File: src/rtl/serving_ram_arbiter.sv
// rtl/serving_ram_arbiter.sv - arbitrates ibus/dbus word accesses onto the byte-wide serving_ram port
// Optional: SERVING_ARB_RR_EN selects round-robin grant; fixed dbus priority otherwise.
module serving_ram_arbiter #(
    parameter int DEPTH = 256,
    parameter int AW    = $clog2(DEPTH)
) (
    input  logic          i_clk,
    input  logic          i_rst_n,
    input  logic [AW-1:0] i_ibus_adr,
    input  logic          i_ibus_cyc,
    output logic [31:0]   o_ibus_rdt,
    output logic          o_ibus_ack,
    input  logic [AW-1:0] i_dbus_adr,
    input  logic [31:0]   i_dbus_dat,
    input  logic [3:0]    i_dbus_sel,
    input  logic          i_dbus_we,
    input  logic          i_dbus_cyc,
    output logic [31:0]   o_dbus_rdt,
    output logic          o_dbus_ack,
    output logic [AW-1:0] o_ram_waddr,
    output logic [7:0]    o_ram_wdata,
    output logic          o_ram_wen,
    output logic [AW-1:0] o_ram_raddr,
    output logic          o_ram_ren,
    input  logic [7:0]    i_ram_rdata,
    input  logic          i_ram_ack
);

    typedef enum logic [2:0] {
        S_IDLE,
        S_WR,
        S_RD_ISSUE,
        S_RD_WAIT,
        S_DONE
    } state_t;

    state_t        state_q, state_d;
    logic [1:0]    cnt_q, cnt_d;
    logic [AW-3:0] adr_q, adr_d;
    logic [31:0]   dat_q, dat_d;
    logic [3:0]    sel_q, sel_d;
    logic          gnt_dbus_q, gnt_dbus_d;
    logic [31:0]   ibus_rdt_q, ibus_rdt_d;
    logic [31:0]   dbus_rdt_q, dbus_rdt_d;
    logic          ibus_ack_q, ibus_ack_d;
    logic          dbus_ack_q, dbus_ack_d;
    logic [AW-1:0] ram_waddr_q, ram_waddr_d;
    logic [7:0]    ram_wdata_q, ram_wdata_d;
    logic          ram_wen_q, ram_wen_d;
    logic [AW-1:0] ram_raddr_q, ram_raddr_d;
    logic          ram_ren_q, ram_ren_d;
    logic          pick_dbus;

`ifdef SERVING_ARB_RR_EN
    logic last_dbus_q, last_dbus_d;
`endif

    logic unused_adr_lsbs;
    assign unused_adr_lsbs = ^{i_ibus_adr[1:0], i_dbus_adr[1:0]};

`ifdef SERVING_ARB_RR_EN
    assign pick_dbus = i_dbus_cyc && (!i_ibus_cyc || !last_dbus_q);
`else
    assign pick_dbus = i_dbus_cyc;
`endif

    always_comb begin
        state_d    = state_q;
        cnt_d      = cnt_q;
        adr_d      = adr_q;
        dat_d      = dat_q;
        sel_d      = sel_q;
        gnt_dbus_d = gnt_dbus_q;
        ibus_rdt_d = ibus_rdt_q;
        dbus_rdt_d = dbus_rdt_q;
`ifdef SERVING_ARB_RR_EN
        last_dbus_d = last_dbus_q;
`endif
        case (state_q)
            S_IDLE: begin
                if (i_dbus_cyc || i_ibus_cyc) begin
                    gnt_dbus_d = pick_dbus;
                    adr_d      = pick_dbus ? i_dbus_adr[AW-1:2] : i_ibus_adr[AW-1:2];
                    dat_d      = i_dbus_dat;
                    sel_d      = pick_dbus ? i_dbus_sel : 4'h0;
                    cnt_d      = 2'd0;
                    state_d    = (pick_dbus && i_dbus_we) ? S_WR : S_RD_ISSUE;
`ifdef SERVING_ARB_RR_EN
                    last_dbus_d = pick_dbus;
`endif
                end
            end
            S_WR: begin
                if (cnt_q == 2'd3) state_d = S_DONE;
                else               cnt_d   = cnt_q + 2'd1;
            end
            S_RD_ISSUE: state_d = S_RD_WAIT;
            S_RD_WAIT: begin
                if (i_ram_ack) begin
                    if (gnt_dbus_q) dbus_rdt_d[{cnt_q, 3'b000} +: 8] = i_ram_rdata;
                    else            ibus_rdt_d[{cnt_q, 3'b000} +: 8] = i_ram_rdata;
                    if (cnt_q == 2'd3) begin
                        state_d = S_DONE;
                    end else begin
                        cnt_d   = cnt_q + 2'd1;
                        state_d = S_RD_ISSUE;
                    end
                end
            end
            S_DONE:  state_d = S_IDLE;
            default: state_d = S_IDLE;
        endcase

        // Outputs are decoded from the next state so the registered strobes line up with their state.
        ram_waddr_d = {adr_d, cnt_d};
        ram_raddr_d = {adr_d, cnt_d};
        ram_wdata_d = dat_d[{cnt_d, 3'b000} +: 8];
        ram_wen_d   = (state_d == S_WR) && sel_d[cnt_d];
        ram_ren_d   = (state_d == S_RD_ISSUE);
        ibus_ack_d  = (state_d == S_DONE) && !gnt_dbus_d;
        dbus_ack_d  = (state_d == S_DONE) && gnt_dbus_d;
    end

    always_ff @(posedge i_clk or negedge i_rst_n) begin
        if (!i_rst_n) begin
            state_q     <= S_IDLE;
            cnt_q       <= 2'd0;
            adr_q       <= '0;
            dat_q       <= '0;
            sel_q       <= '0;
            gnt_dbus_q  <= 1'b0;
            ibus_rdt_q  <= '0;
            dbus_rdt_q  <= '0;
            ibus_ack_q  <= 1'b0;
            dbus_ack_q  <= 1'b0;
            ram_waddr_q <= '0;
            ram_wdata_q <= '0;
            ram_wen_q   <= 1'b0;
            ram_raddr_q <= '0;
            ram_ren_q   <= 1'b0;
`ifdef SERVING_ARB_RR_EN
            last_dbus_q <= 1'b0;
`endif
        end else begin
            state_q     <= state_d;
            cnt_q       <= cnt_d;
            adr_q       <= adr_d;
            dat_q       <= dat_d;
            sel_q       <= sel_d;
            gnt_dbus_q  <= gnt_dbus_d;
            ibus_rdt_q  <= ibus_rdt_d;
            dbus_rdt_q  <= dbus_rdt_d;
            ibus_ack_q  <= ibus_ack_d;
            dbus_ack_q  <= dbus_ack_d;
            ram_waddr_q <= ram_waddr_d;
            ram_wdata_q <= ram_wdata_d;
            ram_wen_q   <= ram_wen_d;
            ram_raddr_q <= ram_raddr_d;
            ram_ren_q   <= ram_ren_d;
`ifdef SERVING_ARB_RR_EN
            last_dbus_q <= last_dbus_d;
`endif
        end
    end

    assign o_ibus_rdt  = ibus_rdt_q;
    assign o_ibus_ack  = ibus_ack_q;
    assign o_dbus_rdt  = dbus_rdt_q;
    assign o_dbus_ack  = dbus_ack_q;
    assign o_ram_waddr = ram_waddr_q;
    assign o_ram_wdata = ram_wdata_q;
    assign o_ram_wen   = ram_wen_q;
    assign o_ram_raddr = ram_raddr_q;
    assign o_ram_ren   = ram_ren_q;

endmodule

File: config.mk
export PLATFORM = sky130hd
export DESIGN_NAME = serving_ram_arbiter
export DESIGN_NICKNAME = d
export VERILOG_FILES = /design/src/rtl/serving_ram_arbiter.sv
export SDC_FILE = /design/constraint.sdc
export NUM_CORES = 1
export LEC_CHECK = 0
export CAP_MARGIN = 25
export CORE_UTILIZATION = 40
export CTS_CLUSTER_DIAMETER = 80
export CTS_CLUSTER_SIZE = 12
export DETAILED_ROUTE_END_ITERATION = 6
export PLACE_DENSITY = 0.81
export RECOVER_POWER = 100
export SLEW_MARGIN = 20
export SYNTH_ARGS = -nofsm -noshare
export SYNTH_HDL_FRONTEND = slang
export SYNTH_SLANG_ARGS = --single-unit
export TNS_END_PERCENT = 1
File: constraint.sdc
create_clock -name i_clk -period 1.9 [get_ports i_clk]
set_clock_uncertainty 0.15 [all_clocks]
set_input_delay 0.19 -clock i_clk [delete_from_list [all_inputs] [get_ports i_clk]]
set_output_delay 0.19 -clock i_clk [all_outputs]
set_load 0.03 [all_outputs]
==> results of run 1 <==
-- power groups by stage --
stage	sequential [mW]	clock [mW]	combinational [mW]
2_1_floorplan	5.78	0	2.93
3_5_place_dp	4.48	0	6.92
6_report	4.44	3.35	6.97
5_1_grt	4.57	3.53	7.47
3_3_place_gp	4.42	0	6.70
4_1_cts	4.45	3.41	6.95
-- worst min path at each step --
| stage | from | endpoint | slack, ns |
|---|---|---|---|
| 2_1_floorplan | i_rst_n | adr_q[5]$_DFFE_PN0P_ | -0.26 |
| 3_3_place_gp | i_rst_n | o_ibus_rdt[10]$_DFFE_PN0P_ | 0.01 |
| 3_5_place_dp | i_rst_n | o_dbus_rdt[10]$_DFFE_PN0P_ | 0.02 |
| 4_1_cts | i_rst_n | o_ibus_rdt[9]$_DFFE_PN0P_ | 0.14 |
| 5_1_grt | i_dbus_dat[15] | dat_q[15]$_DFF_PN0_ | 0.26 |
| 6_report | i_ibus_adr[5] | o_ram_raddr[5]$_DFFE_PN0P_ | 0.26 |
-- layout make-up --
| type | count | area (um^2) | share of cell area, % |
|---|---|---|---|
| clock buffer | 27 | 523 | 6.89 |
| clock inverter | 5 | 103 | 1.35 |
| inverter | 13 | 48.8 | 0.643 |
| multi-input combinational | 264 | 1800 | 23.7 |
| sequential | 124 | 3110 | 40.9 |
| tap | 168 | 210 | 2.77 |
| timing repair buffer | 179 | 1800 | 23.7 |
-- sequential cells by signal (all words and copies together), names as in the netlist --
name	cells
o_ram_wdata	8
o_ibus_rdt	32
dat_q	32
o_ibus_ack	1
o_ram_ren	1
o_dbus_rdt	32
o_ram_wen	1
o_dbus_ack	1
state_q	3
sel_q	4
adr_q	1
o_ram_raddr	7
gnt_dbus_q	1
-- logic make-up after synthesis --
logic type,count (synthesis),share of synthesized area [%]
DFF,124,60.6
and+or+nand+nor,112,9.85
AOI/OAI and AO/OA,81,9.68
muxes,67,13.9
buffers and inverters,41,4.96
adders and majority gates,4,0.978
-- metal layers --
metal  vias to the layer above  track usage [%]  part of all wire (%)
met1                      1860             25.1                    42
met3                        14             7.59                   7.6
li1                       1804                -                     -
met2                       146             34.7                    49
met5                         -                0                     0
met4                         0             7.36                   1.3
-- cell usage in the layout (no fill, tap or decap), drive strengths merged --
cell type,count
clkdlybuf4s50,148
dfrtp,124
nand2,82
o21ai,56
mux2i,35
mux2,32
clkbuf,28
buf,25
a22o,20
inv,13
nand3,9
ha,4
nor2,3
bufinv,3
dlygate4sd2,3
and2,3
nor3,3
and3,3
nor3b,3
o31ai,2
nand2b,2
a21o,2
nor2b,2
nand3b,1
o22ai,1
and4,1
clkinv,1
clkinvlp,1
dlygate4sd3,1
dlymetal6s2s,1
-- repair_timing --
action	in CTS	in global routing
hold buffers	1	0
buffers inserted	0	3
setup endpoints to repair	5	52
endpoints found under the hold margin	113	0
resized for setup	4	13
-- worst reg2reg max path, cell delays in order (launching register included) --
cell      delay, ns
dfrtp_1        0.41
buf_4          0.17
nand3b_1       0.17
mux2i_4        0.28
buf_12         0.20
mux2i_1        0.23
mux2i_1        0.10
-- synth_stat cells (all sizes together) --
cell and number:
o31ai 2, nor2b 2, and2 3, nor2 3, nand2b 2, clkbuf 3, o22ai 1, buf 25
nor3b 3, and4 1, and3 3, ha 4, a21o 2, mux2i 35, o21ai 56, nand2 82
inv 13, nor3 3, a22o 20, nand3 9, dfrtp 124, nand3b 1, mux2 32
==> results_dict.tcl, run 1 <==
set metrics [dict create \
    postRouteAntennaNets 0 \
    critical_path_end_type "flop" \
    max_stage_delay_ns 0.41 \
    grt_antenna_before_repair 0 \
    worst-path-stages 6 \
    cpMostUsedCell "mux2i_1" \
    reg2reg_depth 6 \
    ir_drop_uv 1100 \
    diodes_inserted 0 \
    cells_along_the_critical_path "buf_4 -> nand3b_1 -> mux2i_4 -> buf_12 -> mux2i_1 -> mux2i_1" \
    worst_setup_slack_before_clock_tree_synthesis_ns -0.274 \
    crit_start "state_q[0]$_DFF_PN0_" \
    crit_arrival_ns 1.96 \
    grt_first_pass_wirelength_mm 20.7 \
    grtUsageTotal_pct 20.9 \
    ys_warn_count 0 \
    wire_per_inst_um 16.4 \
    critical_path.reg2reg.startpoint "state_q[0]$_DFF_PN0_" \
    timing.critical_path.fanout_max 19 \
    portbufs 153 \
    utilization_pct 61.9 \
    totalWireLength_mm 12.8 \
    numCtsBuffers 17 \
    setup.worst_path.start_class "flop" \
    first_global_vias 4005 \
    vias 3824 \
    hold_path_stages 3 \
    areaGrowthSynthToFinish_pct 48.3 \
    start_util_pct 41.7 \
    num-nets-final 669 \
    die_h_um 115 \
    detailed_place.area_mm2 0.00692 \
    drv.max_cap_violation_count 0 \
    internal_power_mw 9.25 \
    ys_seq_area_share_pct 60.6 \
    numPlacedInstances 744 \
    netlist.top_cell.by_area "dfrtp_1" \
    fill_cells 958 \
    cts.htree.levels 4 \
    power.density_cell_area_mw_per_mm2 1940 \
    worst_ep_required_time_ns 2.03 \
    post-route-cell-area_mm2 0.00759 \
    power.switching_mw 5.51 \
    globalRouteOverflowTotal 0 \
    worst_slack_ns 0.0727 \
    whs_ns 0.260 \
    clk_root_buffer_cell "clkbuf_16" \
    worst-slew-pin-transition_ns 0.874 \
    power.share.clock_pct 22.7 \
    synth_seq_cells 124 \
    tritoncts_clock_tree "done" \
    drtPass1Iterations 5 \
    status "finished clean" \
    hold_viol_final 0 \
    dr.first_iter.drc_count 258 \
    clk-insertion-delay-late_ns 0.41 \
    swShare_pct 37.3 \
    cpLargestDelayFamily "multiplexers" \
    floorplan_core_area_mm2 0.0123 \
    floorplan.die.width_um 115 \
    totalPowerFinal_mw 14.8 \
    grt_start_max_net_pins 50 \
    timing.max_slew.rel_slack_pct 41.7 \
    fmaxAchievable_mhz 547 \
    clock_tree.buffer_depth 2 \
    synth_cell_types 32 \
    final_period_minus_worst_setup_slack_ns 1.83 \
    post-route-period-util_pct 96.2 \
    clk_pin_slew_worst_paths_ns 0.05 \
    ios 158 \
    total_setup_violations_reported_at_the_end_of_the_flow 0 \
    synth.top_cell.area_share_pct 60.6 \
    synth.area.top_cells "dfrtp_1 (61%), mux2_2 (7.0%), mux2i_1 (6.8%), nand2_1 (6.0%), o21ai_0 (4.7%)" \
    grt_setup_unrepaired "yes" \
    clkSinkCount 124 \
    critPathBufInv 2 \
    p_comb_share_pct 47.3 \
    crit_type "reg2reg" \
    worst_hold_path_type "in2reg" \
    power_leakage_nw 3.37 \
    finish.cell_count_without_fillers 780 \
    slew_viol_final 0 \
    finalWeightedCongestion 0.782 \
    critical_path.endpoint "o_ram_wdata[5]$_DFF_PN0_" \
    postSynthCellCount 429 \
    detail_route.drc_violations 0 \
    syn_area_per_cell_um2 11.9 \
    synth_fp_nets 499 \
    syn-cell-area_mm2 0.00512 \
    total_neg_setup_slack_ns 0 \
    reg2reg_slack_ns 0.07 \
    rr_endpoint "o_ram_wdata[5]$_DFF_PN0_" \
    vias_per_cell 4.90 \
    power.sequential.fraction_pct 30.1 \
    slowest_library_cell_on_the_worst_path "dfrtp_1" \
    place_hpwl_mm 9.19 \
    dieArea_mm2 0.0133 \
    row_count 40 \
    drive_gt1_share_pct 16.3 \
]
No activity file was read; power rests on OpenSTA's default activity.
==> run 2: changes to the inputs <==
CELL_PAD_IN_SITES_DETAIL_PLACEMENT = 1   (was unset)
CELL_PAD_IN_SITES_GLOBAL_PLACEMENT = 1   (was unset)
CORE_UTILIZATION = 33   (was 40)
PLACE_DENSITY = 0.85   (was 0.81)
==> results_dict.tcl, run 2 (synthesis results as in run 1) <==
set metrics [dict create \
    setup.worst_path.start_class "flop" \
    whs_ns 0.250 \
    grt_first_pass_wirelength_mm 24.6 \
    totalWireLength_mm 15.4 \
    dieArea_mm2 0.0160 \
    worst_slack_ns -0.0862 \
    internal_power_mw 9.74 \
    clk_pin_slew_worst_paths_ns 0.06 \
    swShare_pct 38.1 \
    fill_cells 1556 \
    grt_setup_unrepaired "yes" \
    slew_viol_final 0 \
    power.density_cell_area_mw_per_mm2 2020 \
    clk-insertion-delay-late_ns 0.42 \
    final_period_minus_worst_setup_slack_ns 1.99 \
    vias 4060 \
    layout_commonest_cell "clkdlybuf4s50_1" \
    timing.critical_path.fanout_max 6 \
    cells_along_the_critical_path "nor3_4 -> o21ai_4 -> buf_12 -> clkbuf_16 -> mux2_4 -> mux2i_1 -> mux2i_1" \
    worst_setup_slack_before_clock_tree_synthesis_ns -0.214 \
    die_h_um 127 \
    status "finished with violations" \
    drive_gt1_share_pct 19.2 \
    total_setup_violations_reported_at_the_end_of_the_flow 5 \
    grt_start_max_net_pins 67 \
    total_neg_setup_slack_ns -0.215 \
    detail_route.drc_violations 0 \
    worst_hold_path_type "in2reg" \
    clkSinkCount 124 \
    num-nets-final 678 \
    p_comb_share_pct 47.7 \
    drtPass1Iterations 4 \
    grtUsageTotal_pct 20.5 \
    timing.max_slew.rel_slack_pct 19.7 \
    critical_path_end_type "flop" \
    failed_checks "setup timing" \
    floorplan.die.width_um 127 \
    areaGrowthSynthToFinish_pct 52.6 \
    cts.htree.levels 4 \
    row_count 45 \
    finalWeightedCongestion 0.784 \
    clock_tree.buffer_depth 2 \
    power.sequential.fraction_pct 28.5 \
    power.switching_mw 6.00 \
    ios 158 \
    vias_per_cell 5.02 \
    hold_viol_final 0 \
    dr.first_iter.drc_count 209 \
    layout_common_cells "clkdlybuf4s50_1 (147), dfrtp_1 (120), nand2_1 (80)" \
    clk_root_buffer_cell "clkbuf_16" \
    critPathBufInv 2 \
    portbufs 153 \
    numCtsBuffers 17 \
    post-route-period-util_pct 105 \
    totalPowerFinal_mw 15.7 \
    crit_arrival_ns 2.13 \
    ir_drop_uv 810 \
    multi_input_area_mm2 0.00185 \
    worst_ep_required_time_ns 2.05 \
    place_hpwl_mm 10.6 \
    power_leakage_nw 3.46 \
    power.share.clock_pct 23.8 \
    grt_antenna_before_repair 0 \
    crit_type "reg2reg" \
    diodes_inserted 0 \
    start_util_pct 33.8 \
    first_global_vias 4518 \
    max_stage_delay_ns 0.45 \
    floorplan_core_area_mm2 0.0151 \
    globalRouteOverflowTotal 0 \
    cpLargestDelayFamily "multiplexers" \
    tritoncts_clock_tree "done" \
    fmaxAchievable_mhz 503 \
    slowest_library_cell_on_the_worst_path "dfrtp_2" \
    final-seq-area_mm2 0.00311 \
    cpMostUsedCell "mux2i_1" \
    postRouteAntennaNets 0 \
    wire_per_inst_um 19.0 \
    worst-slew-pin-transition_ns 1.20 \
    drv.max_cap_violation_count 0 \
]
## run 2: changes by cell type in the layout (fill, tap and decap cells not counted), moves of 2 or more
cell,before,now
bufinv_16,3,6
clkinv_4,0,2
o21ai_1,12,10
buf_6,3,6
clkbuf_1,4,2
clkbuf_8,6,1
inv_6,0,2
mux2_4,0,2
o21ai_0,43,45
mux2_2,32,30
## run 2: through the flow
step,utilization (%),instances,instance area (um^2)
5_1_grt,51.5,809,7810
3_3_place_gp,46.3,771,7010
4_1_cts,51.0,805,7730
6_report,51.5,809,7810
3_5_place_dp,46.3,771,7010
2_1_floorplan,-,429,5130
## run 2: routing by layer
| layer | GRT usage, % | part of all wire [%] | vias to the layer above |
|---|---|---|---|
| met1 | 25.1 | 41 | 2040 |
| li1 | - | - | 1826 |
| met3 | 5.90 | 6.8 | 33 |
| met4 | 8.93 | 2.4 | 0 |
| met5 | 0 | 0 | - |
| met2 | 33.8 | 50 | 161 |
## run 2: path summary, 6_finish.rpt
check | start | endpoint | slack, ns | cells past startpoint
worst max-delay path | state_q[2]$_DFF_PN0_ | o_ram_wdata[3]$_DFF_PN0_ | -0.09 | 7
worst min-delay path | i_ibus_adr[5] | o_ram_raddr[5]$_DFFE_PN0P_ | 0.25 | 3
worst max register to register | state_q[2]$_DFF_PN0_ | o_ram_wdata[3]$_DFF_PN0_ | -0.09 | 7
worst min register to register | o_ibus_rdt[26]$_DFFE_PN0P_ | o_ibus_rdt[26]$_DFFE_PN0P_ | 0.33 | 2
max in group asynchronous | i_rst_n | o_dbus_rdt[20]$_DFFE_PN0P_ | 0.24 | 3
min in group asynchronous | i_rst_n | o_ibus_rdt[9]$_DFFE_PN0P_ | 0.49 | 3
## run 2: what timing repair did
| item | CTS | global route |
|---|---|---|
| resized for setup | 11 | 21 |
| buffers inserted | 0 | 3 |
| endpoints found under the hold margin | 124 | 0 |
| cloned | 0 | 2 |
| hold buffers | 2 | 0 |
| setup endpoints to repair | 33 | 73 |
| pin swaps | 0 | 5 |
## run 2: layout make-up
cell class	count	area share (%)
timing repair buffer	188	24.2
inverter	13	0.625
sequential	124	39.8
clock buffer	18	5.62
clock inverter	14	3.08
multi-input combinational	264	23.7
tap	188	3.01
## run 2: worst register-to-register path: stages (launching register included)
cell and delay (ns):
dfrtp_2 0.45, nor3_4 0.26, o21ai_4 0.13, buf_12 0.15, clkbuf_16 0.15, mux2_4 0.31, mux2i_1 0.16, mux2i_1 0.11
## run 2: power by group through the flow
stage                     Combinational, mW  Sequential, mW  Clock [mW]
after floorplan                        2.93            5.78           0
after global placement                 6.97            4.42           0
after detailed placement               7.24            4.51           0
after CTS                              7.35            4.50        3.81
after global routing                   8.00            4.63        3.92
final                                  7.51            4.49        3.74
